<file path="src/rtl/tpg_pkg.sv">
// Shared types and constants for the LFSR test-pattern generator.
// TPG_ZERO_STATE_EN extends the period to 2^WIDTH by inserting the all-zero pattern.
package tpg_pkg;

    typedef enum logic [1:0] {
        IDLE = 2'd0,
        RUN  = 2'd1,
        DONE = 2'd2
    } tpg_state_e;

    // Maximal-length Fibonacci taps, left-shift form, bit i means state[i] feeds the XOR
    localparam logic [2:0] TAPS_W3 = 3'b110;
    localparam logic [3:0] TAPS_W4 = 4'b1100;
    localparam logic [4:0] TAPS_W5 = 5'b10100;
    localparam logic [5:0] TAPS_W6 = 6'b110000;
    localparam logic [6:0] TAPS_W7 = 7'b1100000;
    localparam logic [7:0] TAPS_W8 = 8'b10111000;

    // Number of patterns in one run for a given LFSR width
    function automatic logic [32:0] run_length(input int unsigned width);
        logic [32:0] full;
        full = 33'd1 << width;
`ifdef TPG_ZERO_STATE_EN
        return full;
`else
        return full - 33'd1;
`endif
    endfunction

endpackage

</file>
<file path="src/rtl/lfsr_step.sv">
// Combinational Fibonacci LFSR next-state; shared with the response compactor.
// TPG_ZERO_STATE_EN splices the all-zero state between 10..0 and 0..01.
module lfsr_step #(
    parameter int unsigned      WIDTH = 3,
    parameter logic [WIDTH-1:0] TAPS  = 3'b110
) (
    input  logic [WIDTH-1:0] state,
    output logic [WIDTH-1:0] next_c
);

    logic fb_c;

    always_comb begin
        fb_c = ^(state & TAPS);
`ifdef TPG_ZERO_STATE_EN
        fb_c = fb_c ^ (state[WIDTH-2:0] == '0);
`endif
        next_c = {state[WIDTH-2:0], fb_c};
    end

endmodule

</file>
<file path="src/rtl/tpg_lfsr_gen.sv">
// BIST pattern generator: one full LFSR period per start, stallable, runtime seed.
// Build option TPG_ZERO_STATE_EN selects the 2^WIDTH de Bruijn period.
module tpg_lfsr_gen
    import tpg_pkg::*;
#(
    parameter int unsigned      WIDTH = 3,
    parameter logic [WIDTH-1:0] TAPS  = 3'b110,
    parameter logic [WIDTH-1:0] SEED  = 3'd1
) (
    input  logic             clock,
    input  logic             reset,
    input  logic             start,
    input  logic             advance,
    input  logic             seed_load,
    input  logic [WIDTH-1:0] seed,
    output logic [WIDTH-1:0] data_out,
    output logic             valid,
    output logic             busy,
    output logic             complete,
    output logic [WIDTH:0]   pattern_count
);

    localparam int unsigned    CNT_W   = WIDTH + 1;
    localparam logic [WIDTH:0] RUN_LEN = CNT_W'(run_length(WIDTH));

    tpg_state_e       state_q, state_d;
    logic [WIDTH-1:0] seed_q, seed_d;
    logic [WIDTH-1:0] lfsr_d;
    logic [WIDTH:0]   count_d;
    logic [WIDTH:0]   count_inc_c;
    logic [WIDTH-1:0] seed_clean_c;
    logic [WIDTH-1:0] lfsr_next_c;

    lfsr_step #(
        .WIDTH (WIDTH),
        .TAPS  (TAPS)
    ) u_step (
        .state  (data_out),
        .next_c (lfsr_next_c)
    );

    // A zero seed would lock the LFSR, so it falls back to the default
    assign seed_clean_c = (seed == '0) ? SEED : seed;
    assign count_inc_c  = pattern_count + CNT_W'(1);

    always_comb begin
        state_d = state_q;
        seed_d  = seed_q;
        lfsr_d  = data_out;
        count_d = pattern_count;
        unique case (state_q)
            IDLE, DONE: begin
                if (seed_load) begin
                    seed_d = seed_clean_c;
                end
                if (start) begin
                    state_d = RUN;
                    lfsr_d  = seed_load ? seed_clean_c : seed_q;
                    count_d = '0;
                end
            end
            RUN: begin
                if (advance) begin
                    lfsr_d  = lfsr_next_c;
                    count_d = count_inc_c;
                    if (count_inc_c == RUN_LEN) begin
                        state_d = DONE;
                    end
                end
            end
            default: begin
                state_d = IDLE;
            end
        endcase
    end

    // Status flags are registered copies of the next FSM state
    always_ff @(posedge clock or negedge reset) begin
        if (!reset) begin
            state_q       <= IDLE;
            seed_q        <= SEED;
            data_out      <= SEED;
            pattern_count <= '0;
            valid         <= 1'b0;
            busy          <= 1'b0;
            complete      <= 1'b0;
        end else begin
            state_q       <= state_d;
            seed_q        <= seed_d;
            data_out      <= lfsr_d;
            pattern_count <= count_d;
            valid         <= (state_d == RUN);
            busy          <= (state_d == RUN);
            complete      <= (state_d == DONE);
        end
    end

endmodule

</file>
<file path="config.mk">
export PLATFORM = sky130hd
export DESIGN_NAME = tpg_lfsr_gen
export DESIGN_NICKNAME = d
export VERILOG_FILES = /design/src/rtl/tpg_pkg.sv /design/src/rtl/lfsr_step.sv /design/src/rtl/tpg_lfsr_gen.sv
export SDC_FILE = /design/constraint.sdc
export NUM_CORES = 1
export LEC_CHECK = 0
export CAP_MARGIN = 10
export CORE_MARGIN = 4
export CORE_UTILIZATION = 50
export CTS_BUF_LIST = sky130_fd_sc_hd__clkbuf_4 sky130_fd_sc_hd__clkbuf_8
export CTS_CLUSTER_DIAMETER = 80
export DETAILED_ROUTE_END_ITERATION = 6
export PLACE_DENSITY = 0.77
export SYNTH_ARGS = -nofsm -noshare
export SYNTH_HDL_FRONTEND = slang
export SYNTH_HIERARCHICAL = 1
export SYNTH_SLANG_ARGS = --single-unit
</file>
<file path="constraint.sdc">
create_clock -name clock -period 1.7 [get_ports clock]
set_input_delay 0.255 -clock clock [delete_from_list [all_inputs] [get_ports clock]]
set_output_delay 0.255 -clock clock [all_outputs]
set_load 0.02 [all_outputs]
</file>
; ---- Word-level counts from Yosys, hierarchy flattened
; Index checks and enable logic that the tools add are counted.
[op_classes]
n_reduce_logical = 6
n_eq_ne = 7
n_mux = 12
addsub = 1
[ops]
columns = op, n
row1 = 2-to-1 mux 3 bit, 4
row2 = 2-to-1 mux 4 bit, 2
row3 = case mux 4 bit (2 select lines), 1
row4 = 2-to-1 mux 2 bit, 3
row5 = case mux 3 bit (2 select lines), 1
row6 = adder 4 x 1 -> 4 bit (second input constant), 1
row7 = == test 2 x 1 -> 1 bit (second input constant), 2
row8 = == test 2 bit (second input constant), 2
row9 = == test 4 x 3 -> 1 bit (second input constant), 1
row10 = != test 2 bit (second input constant), 2
row11 = case mux 2 bit (2 select lines), 1
row12 = logical NOT 3 bit, 1
row13 = AND reduction 3 bit, 1
row14 = XOR reduction 3 bit, 1
row15 = logical NOT 2 bit, 1
row16 = nonzero test 2 bit, 1
row17 = OR reduction 2 bit, 1
[totals]
output_inout_bits = 10
input_bits = 8
ff_bits = 14
word_cells = 32

; ---- Longest topological paths before layout
; Gate-level depths: netlist of the first run.
[logic_depth]
word_depth = 6
ltp_mapped = 5
depth_no_buf = 5

; ---- By module
; The synthesis of the first run kept the hierarchy.
[modules_own_cells]
columns = mod, instances, seq_area_each_um2, area_each_um2, cells_per_inst
row1 = tpg_lfsr_gen, 1, 352.8, 742.0, 67
row2 = lfsr_step, 1, 0.0, 31.3, 4

; ---- Least setup slack after synthesis of the first run
; No wires, ideal clock.
[synth_path]
kind = register to register
start = register pattern_count[0]
end = register complete
arrival_time_ps = 1376
setup_slack_ps = 229
setup_ps = 95
n_path_buf = 0
period_less_slack_ps = 1471
required_time_ps = 1605
path_stages_with_launch = 5
path_cell_list = dfrtp_1 -> ha_1 -> nand2b_1 -> o32a_1 -> o31ai_1
[synth_between]
elab_chain_cells = 6
[synth_rtl]
columns = item, line
row1 = start: declaration, tpg_lfsr_gen.sv:20  ; output logic [WIDTH:0] pattern_count
row2 = start signal: assignment, tpg_lfsr_gen.sv:91  ; pattern_count <= count_d;
row3 = adder 4 x 1 -> 4 bit, tpg_lfsr_gen.sv:44  ; assign count_inc_c = pattern_count + CNT_W'(1);
row4 = == test 4 x 3 -> 1 bit, tpg_lfsr_gen.sv:66  ; if (count_inc_c == RUN_LEN) begin
row5 = 2-to-1 mux 2 bit, tpg_lfsr_gen.sv:66
row6 = 2-to-1 mux 2 bit, tpg_lfsr_gen.sv:63  ; if (advance) begin
row7 = case mux 2 bit (2 select lines), tpg_lfsr_gen.sv:51  ; unique case (state_q)
row8 = == test 2 bit, tpg_lfsr_gen.sv:94  ; complete <= (state_d == DONE);
row9 = end signal: assignment, tpg_lfsr_gen.sv:94
row10 = end: declaration, tpg_lfsr_gen.sv:19  ; output logic complete,
; No other way between the ends.
; A chain may end at the register's enable or synchronous reset.

; ---- Worst setup path in the final report of the first run
[layout_path]
start = register pattern_count[3]
end = output port pattern_count[3]
; No word-level cell between the ends.

==> summary.txt, run 1 <==
Setup path
  • CP Launch Type: register
  • Critical path buffer and inverter count: 1
  • R2r endpoint: complete
  • Crit. End Element: output pin
  • Critical Path RT: 1.44 ns
  • Maximum fanout along the worst path: 7
  • Cell chain of the critical path: clkdlybuf4s50_1
  • Slowest cell on crit path: clkdlybuf4s50_1
  • FF-to-FF setup slack: 0.17 ns
  • Critical path type: reg -> out
  • Worst r2r src: pattern_count[0]
  • Slowest stage delay, CP: 0.64 ns
  • Crit path DAT: 1.38 ns
  • R2R cell count: 4
  • Crit path max-delay family: buffers and inverters

STA
  • Fin. max-slew vios: 0
  • Achievable Freq: 0.613 GHz
  • Final Hold Fails: 0
  • Setup TNS Final: 0 ns
  • Ratio of final minimum period to clock period: 96.0%
  • Worst hold slack: 0.284 ns
  • RSZ-0062 raised after global routing: false
  • Setup-failing EPs final: 0
  • Worst-margin pin slew: 0.298 ns
  • Tmin final: 1.63 ns
  • Final Skew: 0.00458 ns
  • Slew margin rel.: 80.1%

Global routing
  • First-pass GRT wire length: 2590 um
  • Pin count of the biggest net entering global routing: 15
  • GRT Residual Overflow: 0
  • Initial antenna violation count: 0
  • Number of global-route vias before repair: 570
  • Gr usage total: 16.5%

CTS
  • CTS Buffer Depth: 2
  • Clock slew at reported path FFs: 0.09 ns
  • H-tree depth: 1
  • Num CTS Buffers: 3
  • Worst skew pair latency: 0.27 ns
  • CTS tree: built
  • Cts hold-fix bufs: 0
  • Clock sinks: 14
  • Clock Tree Root: clkbuf_4

Detailed routing
  • Routed WL: 1530 um
  • Drt first pass iters: 4
  • Routed len/inst: 14.6 um
  • DR iter-0 viols: 12
  • Via count: 607
  • Vias per cell: 5.78
  • Routed Antenna Nets: 0
  • Drt drc: 0

Final layout
  • Share of cells above drive strength 1: 18.9%
  • Layout overhead on the synthesized area: 28.0%
  • Reg area: 353 sq um
  • Fillers: 110
  • Ant diodes: 0
  • Final Net Count: 101
  • Area occupied by multi-input gates: 377 sq um

Floorplanning
  • Num rows: 13
  • Die width: 47.3 um
  • CORE AREA: 1380 sq um
  • Chip height: 47.3 um
  • Initial Utilization: 55.9%
  • Area of the die: 2240 sq um
  • Io pins: 18

Power
  • Max VDD drop: 0.955 mV
  • P_leak: 0.447 nW
  • Power Density: 1730 nW/um^2

Yosys
  • Library cells used by synthesis: 28
  • Mapped Area: 773 sq um
  • Yosys warns: 6
  • Synth Net Count: 81
  • Cells after synthesis: 71
  • Sequential fraction of the synthesis area: 45.6%
  • Yosys reg bits: 14
  • Synth Area per Inst: 10.9 sq um

Job
  • Max-cap violations: 0

Run status
  • Status: finished clean

Placement
  • Count of buffers from port buffering: 17
  • Gp weighted congestion: 0.738
  • Post-DP HPWL: 1130 um

Min path
  • Min-delay worst type: in -> async
==> sequential cells by signal, summed over array words and instances (netlist names) <==
| name | flops |
|---|---|
| busy | 1 |
| pattern_count | 4 |
| complete | 1 |
| state_q | 2 |
| seed_q | 3 |
| data_out | 3 |
==> synth_stat cells, drive strengths merged <==
master,instances,share of area [%]
mux2,8,13
inv,1,0.48
nand4b,1,1.1
nor2b,1,0.81
nor4,1,0.81
nand2,4,1.9
o221ai,1,1.1
a22oi,1,0.97
o31ai,3,2.9
buf,6,5.2
and3b,1,1.1
o21ai,7,4.5
o32a,1,1.3
ha,2,3.2
nand2b,6,4.9
dfstp,2,6.8
o22ai,1,0.81
nand3,5,3.2
dfrtp,12,39
a2bb2oi,1,1.1
nor2,2,0.97
nand3b,1,0.97
xor2,2,2.3
a21boi,1,1.5
==> cell families after synthesis <==
logic type / Yosys count / synth area share, %
muxes: 8 / 13.1
and+or+nand+nor: 22 / 15.9
xor gates and xnor gates: 2 / 2.27
adders and majority gates: 2 / 3.24
buffers and inverters: 7 / 5.66
AOI/OAI and AO/OA: 16 / 14.2
DFF: 14 / 45.6
==> final cells by class <==
type	instances	area share, %
Sequential cell	14	35.7
Timing Repair Buffer	21	21.0
Inverter	1	0.379
Clock buffer	4	3.03
Tap cell	15	1.90
Multi-Input combinational cell	50	38.1
==> report_power, final <==
group | total, mW | leakage (nW) | switching, mW | internal, mW
clock network | 0.214 | 0.0184 | 0.107 | 0.107
logic | 0.833 | 0.262 | 0.377 | 0.456
registers | 0.663 | 0.167 | 0.171 | 0.492
==> layer usage <==
metal / GRT usage [%] / vias to the layer above / share of wire [%]
met2: 23.3 / 17 / 45
met5: 0 / - / 0
met1: 25.0 / 293 / 48
li1: - / 295 / -
met3: 3.45 / 2 / 5.9
met4: 4.97 / 0 / 0.85
==> worst max path at each step <==
stage	start	to	slack, ns	cells past startpoint
4_1_cts	pattern_count[0]	pattern_count[0]	0.01	1
6_report	pattern_count[3]	pattern_count[3]	0.07	1
2_1_floorplan	pattern_count[0]	complete	0.23	4
3_3_place_gp	seed_load	data_out[2]	-0.04	4
3_5_place_dp	seed_load	data_out[2]	-0.05	4
5_1_grt	pattern_count[3]	pattern_count[3]	0.002	1
==> cell usage in the layout (no fill, tap or decap), drive strengths merged <==
| cell type | instances |
|---|---|
| a21boi | 1 |
| a22oi | 1 |
| a2bb2oi | 1 |
| and3b | 1 |
| buf | 4 |
| clkbuf | 4 |
| clkdlybuf4s50 | 14 |
| dfrtp | 12 |
| dfstp | 2 |
| dlymetal6s2s | 3 |
| ha | 2 |
| inv | 1 |
| mux2 | 8 |
| nand2 | 4 |
| nand2b | 6 |
| nand3 | 5 |
| nand3b | 1 |
| nand4b | 1 |
| nor2 | 2 |
| nor2b | 1 |
| nor4 | 1 |
| o21ai | 7 |
| o221ai | 1 |
| o22ai | 1 |
| o31ai | 3 |
| o32a | 1 |
| xor2 | 2 |
==> per-stage QoR <==
step	util, %	cells	cell area (sq um)	total power [mW]	setup WS, ns
floorplan	-	71	773	1.25	0.229
global placement	68.9	101	952	1.49	-0.0368
detailed placement	68.9	101	952	1.51	-0.0513
CTS	71.0	105	982	1.73	0.0132
global route	71.6	105	990	1.86	0.00162
finish	71.6	105	990	1.71	0.0680
==> timing repair <==
item	in CTS	in global routing
setup buffers	0	0
resized for setup	0	3
endpoints found under the setup margin	0	3
No activity file was read; power rests on OpenSTA's default activity.
==> run 2, diff against run 1 <==
CAP_MARGIN = default   (was 10)
==> results of run 2 <==
Final layout, timing and power as in run 1 (identical DEF).
==> run 3, diff against run 2 <==
SKIP_LAST_GASP = 1   (was default)
==> results of run 3 <==
Final layout, timing and power as in run 1 (identical DEF).
